### config.mk
export PLATFORM = sky130hd
export DESIGN_NAME = alu_seq_160_163
export DESIGN_NICKNAME = d
export VERILOG_FILES = /design/src/rtl/alu_pkg_160_163.sv /design/src/rtl/muldiv_iter_160_163.sv /design/src/rtl/alu_seq_160_163.sv
export SDC_FILE = /design/constraint.sdc
export NUM_CORES = 1
export LEC_CHECK = 0
export CAP_MARGIN = 10
export CELL_PAD_IN_SITES_DETAIL_PLACEMENT = 2
export CELL_PAD_IN_SITES_GLOBAL_PLACEMENT = 2
export CORE_UTILIZATION = 30
export CTS_BUF_LIST = sky130_fd_sc_hd__clkbuf_16
export CTS_CLUSTER_SIZE = 30
export DETAILED_ROUTE_END_ITERATION = 10
export PLACE_DENSITY_LB_ADDON = 0.1
export SYNTH_ARGS = -nofsm -noshare
export SYNTH_HDL_FRONTEND = slang
export SYNTH_SLANG_ARGS = --single-unit
export TNS_END_PERCENT = 20
### constraint.sdc
create_clock -name clk -period 10.85 [get_ports clk]
set_clock_uncertainty 0.05 [all_clocks]
set_input_delay 1.6275 -clock clk [delete_from_list [all_inputs] [get_ports clk]]
set_output_delay 1.6275 -clock clk [all_outputs]
set_load 0.01 [all_outputs]
### src/rtl/alu_pkg_160_163.sv
// Shared op-code encoding, FSM state type and op classification for the sequenced ALU.
package alu_pkg_160_163;

  localparam logic [3:0] OP_ADD  = 4'd0;
  localparam logic [3:0] OP_SUB  = 4'd1;
  localparam logic [3:0] OP_MUL  = 4'd2;
  localparam logic [3:0] OP_DIV  = 4'd3;
  localparam logic [3:0] OP_SHL  = 4'd4;
  localparam logic [3:0] OP_SHR  = 4'd5;
  localparam logic [3:0] OP_ROL  = 4'd6;
  localparam logic [3:0] OP_ROR  = 4'd7;
  localparam logic [3:0] OP_AND  = 4'd8;
  localparam logic [3:0] OP_OR   = 4'd9;
  localparam logic [3:0] OP_XOR  = 4'd10;
  localparam logic [3:0] OP_NOR  = 4'd11;
  localparam logic [3:0] OP_NAND = 4'd12;
  localparam logic [3:0] OP_XNOR = 4'd13;
  localparam logic [3:0] OP_GT   = 4'd14;
  localparam logic [3:0] OP_EQ   = 4'd15;

  typedef enum logic [1:0] {
    StIdle = 2'd0,
    StExec = 2'd1,
    StDone = 2'd2
  } state_e;

  // Divide by zero short-circuits to a single-cycle result.
  function automatic logic is_iter_op(input logic [3:0] op, input logic b_zero);
    return (op == OP_MUL) || ((op == OP_DIV) && !b_zero);
  endfunction

endpackage

### src/rtl/muldiv_iter_160_163.sv
// Iterative shift-add multiplier / restoring divider, one step per cycle for WIDTH cycles.
module muldiv_iter_160_163
  import alu_pkg_160_163::*;
#(
  parameter int unsigned WIDTH = 8
) (
  input  logic             clk,
  input  logic             rst_n,
  input  logic             start_i,
  input  logic [3:0]       op_i,
  input  logic [WIDTH-1:0] a_i,
  input  logic [WIDTH-1:0] b_i,
  output logic             done_o,
  output logic [WIDTH-1:0] result_o,
  output logic             hi_nz_o
);

  localparam int unsigned CntW = $clog2(WIDTH + 1);

  logic [CntW-1:0]  cnt_q, cnt_d;
  logic [WIDTH:0]   hi_q, hi_d;
  logic [WIDTH-1:0] lo_q, lo_d;
  logic [WIDTH-1:0] b_q, b_d;
  logic             div_q, div_d;

  logic [WIDTH:0]   sum, addend, rem_sh, rem_sub, step_hi;
  logic [WIDTH-1:0] step_lo;

  // hi holds the product high half (MUL) or the partial remainder (DIV);
  // lo holds the multiplier being consumed (MUL) or dividend/quotient (DIV).
  always_comb begin
    sum     = hi_q + {1'b0, b_q};
    addend  = lo_q[0] ? sum : {1'b0, hi_q[WIDTH-1:0]};
    rem_sh  = {hi_q[WIDTH-1:0], lo_q[WIDTH-1]};
    rem_sub = rem_sh - {1'b0, b_q};
    if (div_q) begin
      if (!rem_sub[WIDTH]) begin
        step_hi = rem_sub;
        step_lo = {lo_q[WIDTH-2:0], 1'b1};
      end else begin
        step_hi = rem_sh;
        step_lo = {lo_q[WIDTH-2:0], 1'b0};
      end
    end else begin
      step_hi = {1'b0, addend[WIDTH:1]};
      step_lo = {addend[0], lo_q[WIDTH-1:1]};
    end
  end

  // Final step is presented combinationally so the caller registers it on the same edge.
  assign done_o   = (cnt_q == CntW'(1));
  assign result_o = step_lo;
  assign hi_nz_o  = !div_q && (step_hi[WIDTH-1:0] != '0);

  always_comb begin
    cnt_d = cnt_q;
    hi_d  = hi_q;
    lo_d  = lo_q;
    b_d   = b_q;
    div_d = div_q;
    if (start_i) begin
      cnt_d = CntW'(WIDTH);
      hi_d  = '0;
      lo_d  = a_i;
      b_d   = b_i;
      div_d = (op_i == OP_DIV);
    end else if (cnt_q != '0) begin
      cnt_d = cnt_q - CntW'(1);
      hi_d  = step_hi;
      lo_d  = step_lo;
    end
  end

  always_ff @(posedge clk or negedge rst_n) begin
    if (!rst_n) begin
      cnt_q <= '0;
      hi_q  <= '0;
      lo_q  <= '0;
      b_q   <= '0;
      div_q <= 1'b0;
    end else begin
      cnt_q <= cnt_d;
      hi_q  <= hi_d;
      lo_q  <= lo_d;
      b_q   <= b_d;
      div_q <= div_d;
    end
  end

endmodule

### src/rtl/alu_seq_160_163.sv
// Registered WIDTH-bit ALU with flags, valid/ready handshake and iterative MUL/DIV.
module alu_seq_160_163
  import alu_pkg_160_163::*;
#(
  parameter int unsigned WIDTH = 8,
  parameter int unsigned SEL_W = 4
) (
  input  logic             clk,
  input  logic             rst_n,
  input  logic             in_valid,
  output logic             in_ready,
  input  logic [WIDTH-1:0] A,
  input  logic [WIDTH-1:0] B,
  input  logic [SEL_W-1:0] ALU_Sel,
  output logic             out_valid,
  input  logic             out_ready,
  output logic [WIDTH-1:0] ALU_OUT,
  output logic             CARRY_OUT,
  output logic             ZERO,
  output logic             NEG,
  output logic             OVF,
  output logic             DIV0
);

  state_e           state_q;
  logic [WIDTH-1:0] res_q;
  logic             carry_q, zero_q, neg_q, ovf_q, div0_q;

  logic [3:0]       sel;
  logic [WIDTH:0]   add_w, sub_w;
  logic [WIDTH-1:0] sc_res, fin_res, md_res;
  logic             sc_c, sc_o, sc_d, fin_c, fin_o, fin_d;
  logic             accept, iter_op, md_start, md_done, md_hi_nz, load_en;

  assign sel      = 4'(ALU_Sel);
  assign in_ready = (state_q == StIdle);
  assign accept   = in_valid && in_ready;
  assign iter_op  = is_iter_op(sel, B == '0);
  assign md_start = accept && iter_op;

  muldiv_iter_160_163 #(
    .WIDTH(WIDTH)
  ) u_muldiv (
    .clk     (clk),
    .rst_n   (rst_n),
    .start_i (md_start),
    .op_i    (sel),
    .a_i     (A),
    .b_i     (B),
    .done_o  (md_done),
    .result_o(md_res),
    .hi_nz_o (md_hi_nz)
  );

  always_comb begin
    add_w  = {1'b0, A} + {1'b0, B};
    sub_w  = {1'b0, A} - {1'b0, B};
    sc_res = '0;
    sc_c   = 1'b0;
    sc_o   = 1'b0;
    sc_d   = 1'b0;
    case (sel)
      OP_ADD: begin
        sc_res = add_w[WIDTH-1:0];
        sc_c   = add_w[WIDTH];
        sc_o   = (A[WIDTH-1] == B[WIDTH-1]) && (add_w[WIDTH-1] != A[WIDTH-1]);
      end
      OP_SUB: begin
        sc_res = sub_w[WIDTH-1:0];
        sc_c   = sub_w[WIDTH];
        sc_o   = (A[WIDTH-1] != B[WIDTH-1]) && (sub_w[WIDTH-1] != A[WIDTH-1]);
      end
      // Only reached with B == 0; nonzero divisors go through the iterative path.
      OP_DIV: begin
        sc_res = '1;
        sc_d   = 1'b1;
      end
      OP_SHL: begin
        sc_res = {A[WIDTH-2:0], 1'b0};
        sc_c   = A[WIDTH-1];
      end
      OP_SHR: begin
        sc_res = {1'b0, A[WIDTH-1:1]};
        sc_c   = A[0];
      end
      OP_ROL: begin
        sc_res = {A[WIDTH-2:0], A[WIDTH-1]};
        sc_c   = A[WIDTH-1];
      end
      OP_ROR: begin
        sc_res = {A[0], A[WIDTH-1:1]};
        sc_c   = A[0];
      end
      OP_AND:  sc_res = A & B;
      OP_OR:   sc_res = A | B;
      OP_XOR:  sc_res = A ^ B;
      OP_NOR:  sc_res = ~(A | B);
      OP_NAND: sc_res = ~(A & B);
      OP_XNOR: sc_res = ~(A ^ B);
      OP_GT:   sc_res = {{(WIDTH-1){1'b0}}, (A > B)};
      OP_EQ:   sc_res = {{(WIDTH-1){1'b0}}, (A == B)};
      default: sc_res = '0;
    endcase
  end

  always_comb begin
    if (state_q == StExec) begin
      fin_res = md_res;
      fin_c   = md_hi_nz;
      fin_o   = 1'b0;
      fin_d   = 1'b0;
    end else begin
      fin_res = sc_res;
      fin_c   = sc_c;
      fin_o   = sc_o;
      fin_d   = sc_d;
    end
  end

  assign load_en = (accept && !iter_op) || ((state_q == StExec) && md_done);

  // Result registers only load on completion, so they hold their value otherwise.
  always_ff @(posedge clk or negedge rst_n) begin
    if (!rst_n) begin
      state_q <= StIdle;
      res_q   <= '0;
      carry_q <= 1'b0;
      zero_q  <= 1'b0;
      neg_q   <= 1'b0;
      ovf_q   <= 1'b0;
      div0_q  <= 1'b0;
    end else begin
      if (load_en) begin
        res_q   <= fin_res;
        carry_q <= fin_c;
        zero_q  <= (fin_res == '0);
        neg_q   <= fin_res[WIDTH-1];
        ovf_q   <= fin_o;
        div0_q  <= fin_d;
      end
      case (state_q)
        StIdle:  if (accept) state_q <= iter_op ? StExec : StDone;
        StExec:  if (md_done) state_q <= StDone;
        StDone:  if (out_ready) state_q <= StIdle;
        default: state_q <= StIdle;
      endcase
    end
  end

  assign out_valid = (state_q == StDone);
  assign ALU_OUT   = res_q;
  assign CARRY_OUT = carry_q;
  assign ZERO      = zero_q;
  assign NEG       = neg_q;
  assign OVF       = ovf_q;
  assign DIV0      = div0_q;

endmodule

# ---- Word level (Yosys, flattened, before mapping)
# Index checks and enable logic that the tools add are counted.
dict set report word_totals {
  reg_bits 45
  in_bits 24
}
dict set report op_classes {
  add_sub_neg 5
  eq_ne 26
  n_mux 24
  bitwise 6
  n_reduce_logical 23
  order_cmp 1
}
# operator count
set op_table {}
lappend op_table {{$pmux 8 s15} 1}
lappend op_table {{$mux 9} 5}
lappend op_table {{$eq 4x4->1 const B} 8}
lappend op_table {{$mux 8} 4}
lappend op_table {{$not 8->8} 3}
lappend op_table {{$eq 4x3->1 const B} 4}
lappend op_table {{$logic_not 8->1} 2}
lappend op_table {{$add 8x8->9} 1}
lappend op_table {{$add 9x8->9} 1}
lappend op_table {{$sub 8x8->9} 1}
lappend op_table {{$sub 9x8->9} 1}
lappend op_table {{$and 8x8->8} 1}
lappend op_table {{$eq 4x1->1 const B} 2}
lappend op_table {{$eq 4x2->1 const B} 2}
lappend op_table {{$eq 8x8->1} 1}
lappend op_table {{$gt 8x8->1} 1}
lappend op_table {{$logic_and 1x1->1} 8}
lappend op_table {{$mux 2} 4}
lappend op_table {{$mux 4} 2}
lappend op_table {{$or 8x8->8} 1}
lappend op_table {{$reduce_bool 8->1} 1}
lappend op_table {{$xor 8x8->8} 1}
lappend op_table {{$pmux 2 s3} 1}
lappend op_table {{$mux 1} 5}
lappend op_table {{other kinds (17)} 24}

# ---- Logic depth before layout (Yosys ltp)
dict set report depth {
  depth_word 7
  mapped_depth 19
}

# ---- Cells and area by module
# A second synthesis with hierarchy kept.
dict set report unflattened {
  hier_cells 603
  hier_area_um2 4858.4
}
# mod area_per_inst_um2 cells_per_inst seq_area_each_um2 instances
set by_module_without_submodules {}
lappend by_module_without_submodules {alu_seq_160_163 2479.9 320 350.3 1}
lappend by_module_without_submodules {muldiv_iter_160_163 2378.5 283 750.7 1}

# ---- Worst setup path before layout
# Ideal clock, no wire load.
dict set report synth_path {
  path_kind {input port to flip-flop}
  from {input A[4]}
  to {register zero_q, in the netlist ZERO}
  arrival_time_ns 3.786
  setup_ns 0.132
  slack_ns 6.882
  stages 11
  required_time_ns 10.668
  cell_sequence {inv_1 > ha_1 > buf_6 > or4_4 > or4_1 > nand3_1 > a31oi_1 > a32o_1 > and4b_1 > nand4_1 > o31ai_1}
}
dict set report synth_via {
  elab_chain_cells 5
  word_cells_on_any_way 13
  cone_classes {2 x add/sub; 1 x order compare; 1 x eq/ne; 2 x mux; 6 x bitwise; 1 x reduce/logical}
}
# element line
set synth_rtl {}
lappend synth_rtl {{from (decl)} alu_seq_160_163.sv:12} ;# input logic [WIDTH-1:0] A,
lappend synth_rtl {{parallel branches: the longest is 2 deep, another holds $sub 8x8->9} n/a}
lappend synth_rtl {{$pmux 8 s15 *} alu_seq_160_163.sv:62} ;# case (sel)
lappend synth_rtl {{$mux 8 *} alu_seq_160_163.sv:107} ;# if (state_q == StExec) begin
lappend synth_rtl {{$logic_not 8->1 *} alu_seq_160_163.sv:136} ;# zero_q <= (fin_res == '0);
lappend synth_rtl {{to (signal assigned)} alu_seq_160_163.sv:136}
lappend synth_rtl {{to (decl)} alu_seq_160_163.sv:27} ;# logic carry_q, zero_q, neg_q, ovf_q, div0_q;
# Mark *: on every way between the ends.
# A chain may end at the register's enable or synchronous reset.

# ---- Final worst setup path
dict set report layout_path {
  from {input A[3]}
  to {register zero_q, in the netlist ZERO}
}
# Same word-level chain as after synthesis.

==> impl_metrics.tcl <==
set metrics [dict create \
    status "finished, final reports clean" \
    yosysTopAreaCellShare_pct 23.4 \
    avgSynthCellArea_um2 7.78 \
    die_height_um 127 \
    combPwrFrac_pct 64.1 \
    ys_seq_elements 44 \
    arrival_ps 4770 \
    fin_util_pct 35.2 \
    synth_cell_type_count 68 \
    netlist_top_cells_count "nand2_1 (66), o21ai_0 (56), dfrtp_1 (44), ha_1 (44), inv_1 (42)" \
    ant_nets 0 \
    p_switching_mw 0.612 \
    antennaDiodeCount 0 \
    hold_buffers 0 \
    synthArstFlopShare_pct 100 \
    maxSlewHeadroom_pct 30.7 \
    wl_mm 17.9 \
    drtIter0Drc 314 \
    clk_pin_slew_worst_paths_ps 70 \
    wl_per_cell_um 21.6 \
    finalMaxSlewViolations 0 \
    p_int_mw 0.673 \
    synth-edff-count 0 \
    cts_root_buf "clkbuf_16" \
    fin_crit_sh_pct 42.8 \
    setup_viol_count_final 0 \
    fill_cells 1760 \
    die_w_um 127 \
    grt_max_degree 46 \
    ir_worst_vdd_mv 0.0693 \
    drtPass1Iterations 4 \
    seq_area_frac_synth_pct 23.4 \
    ys_top_cells_by_area "dfrtp_1 (23%), ha_1 (12%), o21ai_0 (6.0%)" \
    cts_tree "done" \
    synthFlopType "dfrtp_1" \
    path_class "primary input to register" \
    multiInputGateArea_mm2 0.00328 \
    initial_core_util_pct 30.9 \
    yosys_warnings 0 \
    htreeDepth 2 \
    grt_setup_unrepaired "false" \
    post-route-drc-count 0 \
    tns_ps 0 \
    post_drt_via_cell_ratio 5.59 \
    fmax_ghz 0.215 \
    end_kind "register" \
    fin_crit_ps 4650 \
    layout-drive-gt1-share_pct 4.68 \
    critPathLaunchType "primary input" \
    clock_latency_ps 290 \
    grt-ovfl-total 0 \
    grt_pass1_vias 5000 \
    grt_antenna_before_repair 0 \
    powerDensity_mw_per_mm2 239 \
    hp-class "register to register" \
    cp_max_fo 12 \
    synth.most_common_cell "nand2_1" \
    max_cap_violations 0 \
    worstPathRequired_ps 10970 \
    hold_viol_final 0 \
    synth_area_mm2 0.00471 \
    core_mm2 0.0153 \
    layout.nets 691 \
    cts_setup_buffers 0 \
    swShare_pct 47.6 \
    worst_pin_slew_ps 1040 \
    p_clk_share_pct 11.7 \
    holdWs_ps 441 \
    cts_sinks 44 \
    grt_pass1_wl_mm 28.9 \
    fp.dieArea_mm2 0.0162 \
    syn_to_final_growth_pct 14.2 \
    post-dp-hpwl_mm 13.8 \
    p_seq_share_pct 24.2 \
    track_usage_pct 23.1 \
    synth_top_area_cell "dfrtp_1" \
    cts_made_buffers 5 \
    seq_area_mm2 0.00110 \
    port_buffers 38 \
    p_leak_nw 2.23 \
    synth_cells 605 \
    vias 4637 \
    cts_resized 0 \
    synth_fp_nets 677 \
    gp_congestion 0.888 \
    cts_buffer_depth 2 \
    fp-row-count 45 \
    ios 39 \
]
-- through the flow --
step	power, mW	instance area, µm²	worst slack, ps	std cells
2_1_floorplan	0.883	4710	6880	605
3_3_place_gp	1.11	5240	5880	823
6_report	1.29	5380	6200	830
3_5_place_dp	1.15	5240	5920	823
5_1_grt	1.41	5380	5990	830
4_1_cts	1.30	5380	6230	830
-- cells by family (layout without fill, tap and decap cells) --
group           Yosys count  after routing  synth area share, %
flops                    44             44                 23.4
mux                      25             25                 5.50
buf+inv                  82             96                 7.04
simple gates            202            202                 21.2
xor+xnor                 20             20                 3.72
fa+ha+maj                48             48                 13.4
compound gates          184            184                 25.8
-- registers in the layout, indices dropped and copies added (netlist names) --
register        count
ALU_OUT             8
CARRY_OUT           1
DIV0                1
OVF                 1
ZERO                1
state_q             2
u_muldiv.b_q        8
u_muldiv.cnt_q      4
u_muldiv.div_q      1
u_muldiv.hi_q       9
u_muldiv.lo_q       8
-- layer usage --
| layer | GRT usage (%) | vias up | wire length [µm] | share of wire (%) |
|---|---|---|---|---|
| met5 | 0 | - | 0 | 0 |
| met4 | 6.37 | 0 | 284 | 1.6 |
| met3 | 1.88 | 13 | 399 | 2.2 |
| met1 | 30.0 | 2343 | 8140 | 45 |
| met2 | 41.0 | 69 | 9100 | 51 |
| li1 | - | 2212 | - | - |
-- final timing paths --
| kind | start | endpoint | slack [ps] | cells after the start |
|---|---|---|---|---|
| worst min register to register | ALU_OUT[2] | ALU_OUT[2] | 440 | 2 |
| worst max register to register | u_muldiv.lo_q[7] | CARRY_OUT | 6370 | 17 |
| worst max-delay path | A[3] | ZERO | 6200 | 11 |
| worst min-delay path | ALU_OUT[2] | ALU_OUT[2] | 440 | 2 |
| max in group asynchronous | rst_n | u_muldiv.lo_q[2] | 8640 | 1 |
| min in group asynchronous | rst_n | u_muldiv.cnt_q[0] | 1460 | 1 |
-- final cells by class --
class                           instances  share of cell area (%)
Multi-Input combinational cell        479                    61.0
Sequential cell                        44                    20.5
Timing Repair Buffer                   46                    8.10
Clock buffer                            5                    2.33
Inverter                               43                    3.00
Tap cell                              211                    4.91
Clock inverter                          2                   0.233
-- cell usage in the layout, fill, tap and decap left out, drive strengths merged, types with 4 or more instances in the layout --
cell type,Yosys,layout
nor2,38,38
o21bai,5,5
dfrtp,44,44
nor2b,15,15
a211oi,9,9
nand4,4,4
buf,16,9
fa,4,4
o21ai,58,58
clkdlybuf4s50,0,37
nand2b,7,7
nor3,27,27
ha,44,44
nand3,10,10
a31oi,11,11
inv,42,42
nor4,4,4
o31a,4,4
nand2,66,66
xor2,7,7
nor3b,5,5
o211ai,4,4
or3,6,6
clkbuf,23,5
mux2i,18,18
o21a,6,6
xnor2,13,13
o22ai,10,10
a221oi,5,5
a21o,5,5
a21oi,30,30
nand3b,4,4
mux2,7,7
o31ai,4,4
-- power by group through the flow --
stage | Combinational, mW | Sequential (mW) | Clock (mW)
2_1_floorplan | 0.594 | 0.289 | 0
3_3_place_gp | 0.795 | 0.311 | 0
3_5_place_dp | 0.830 | 0.316 | 0
4_1_cts | 0.835 | 0.313 | 0.155
5_1_grt | 0.924 | 0.323 | 0.163
6_report | 0.824 | 0.311 | 0.150
-- worst max-delay path: stages --
cell	delay (ps)
clkdlybuf4s50_1	620
inv_1	80
ha_1	460
or4_4	590
or4_1	520
nand3_1	100
a31oi_1	50
a32o_1	320
and4b_1	230
nand4_1	100
o31ai_1	70
No activity file was read; power rests on OpenSTA's default activity.
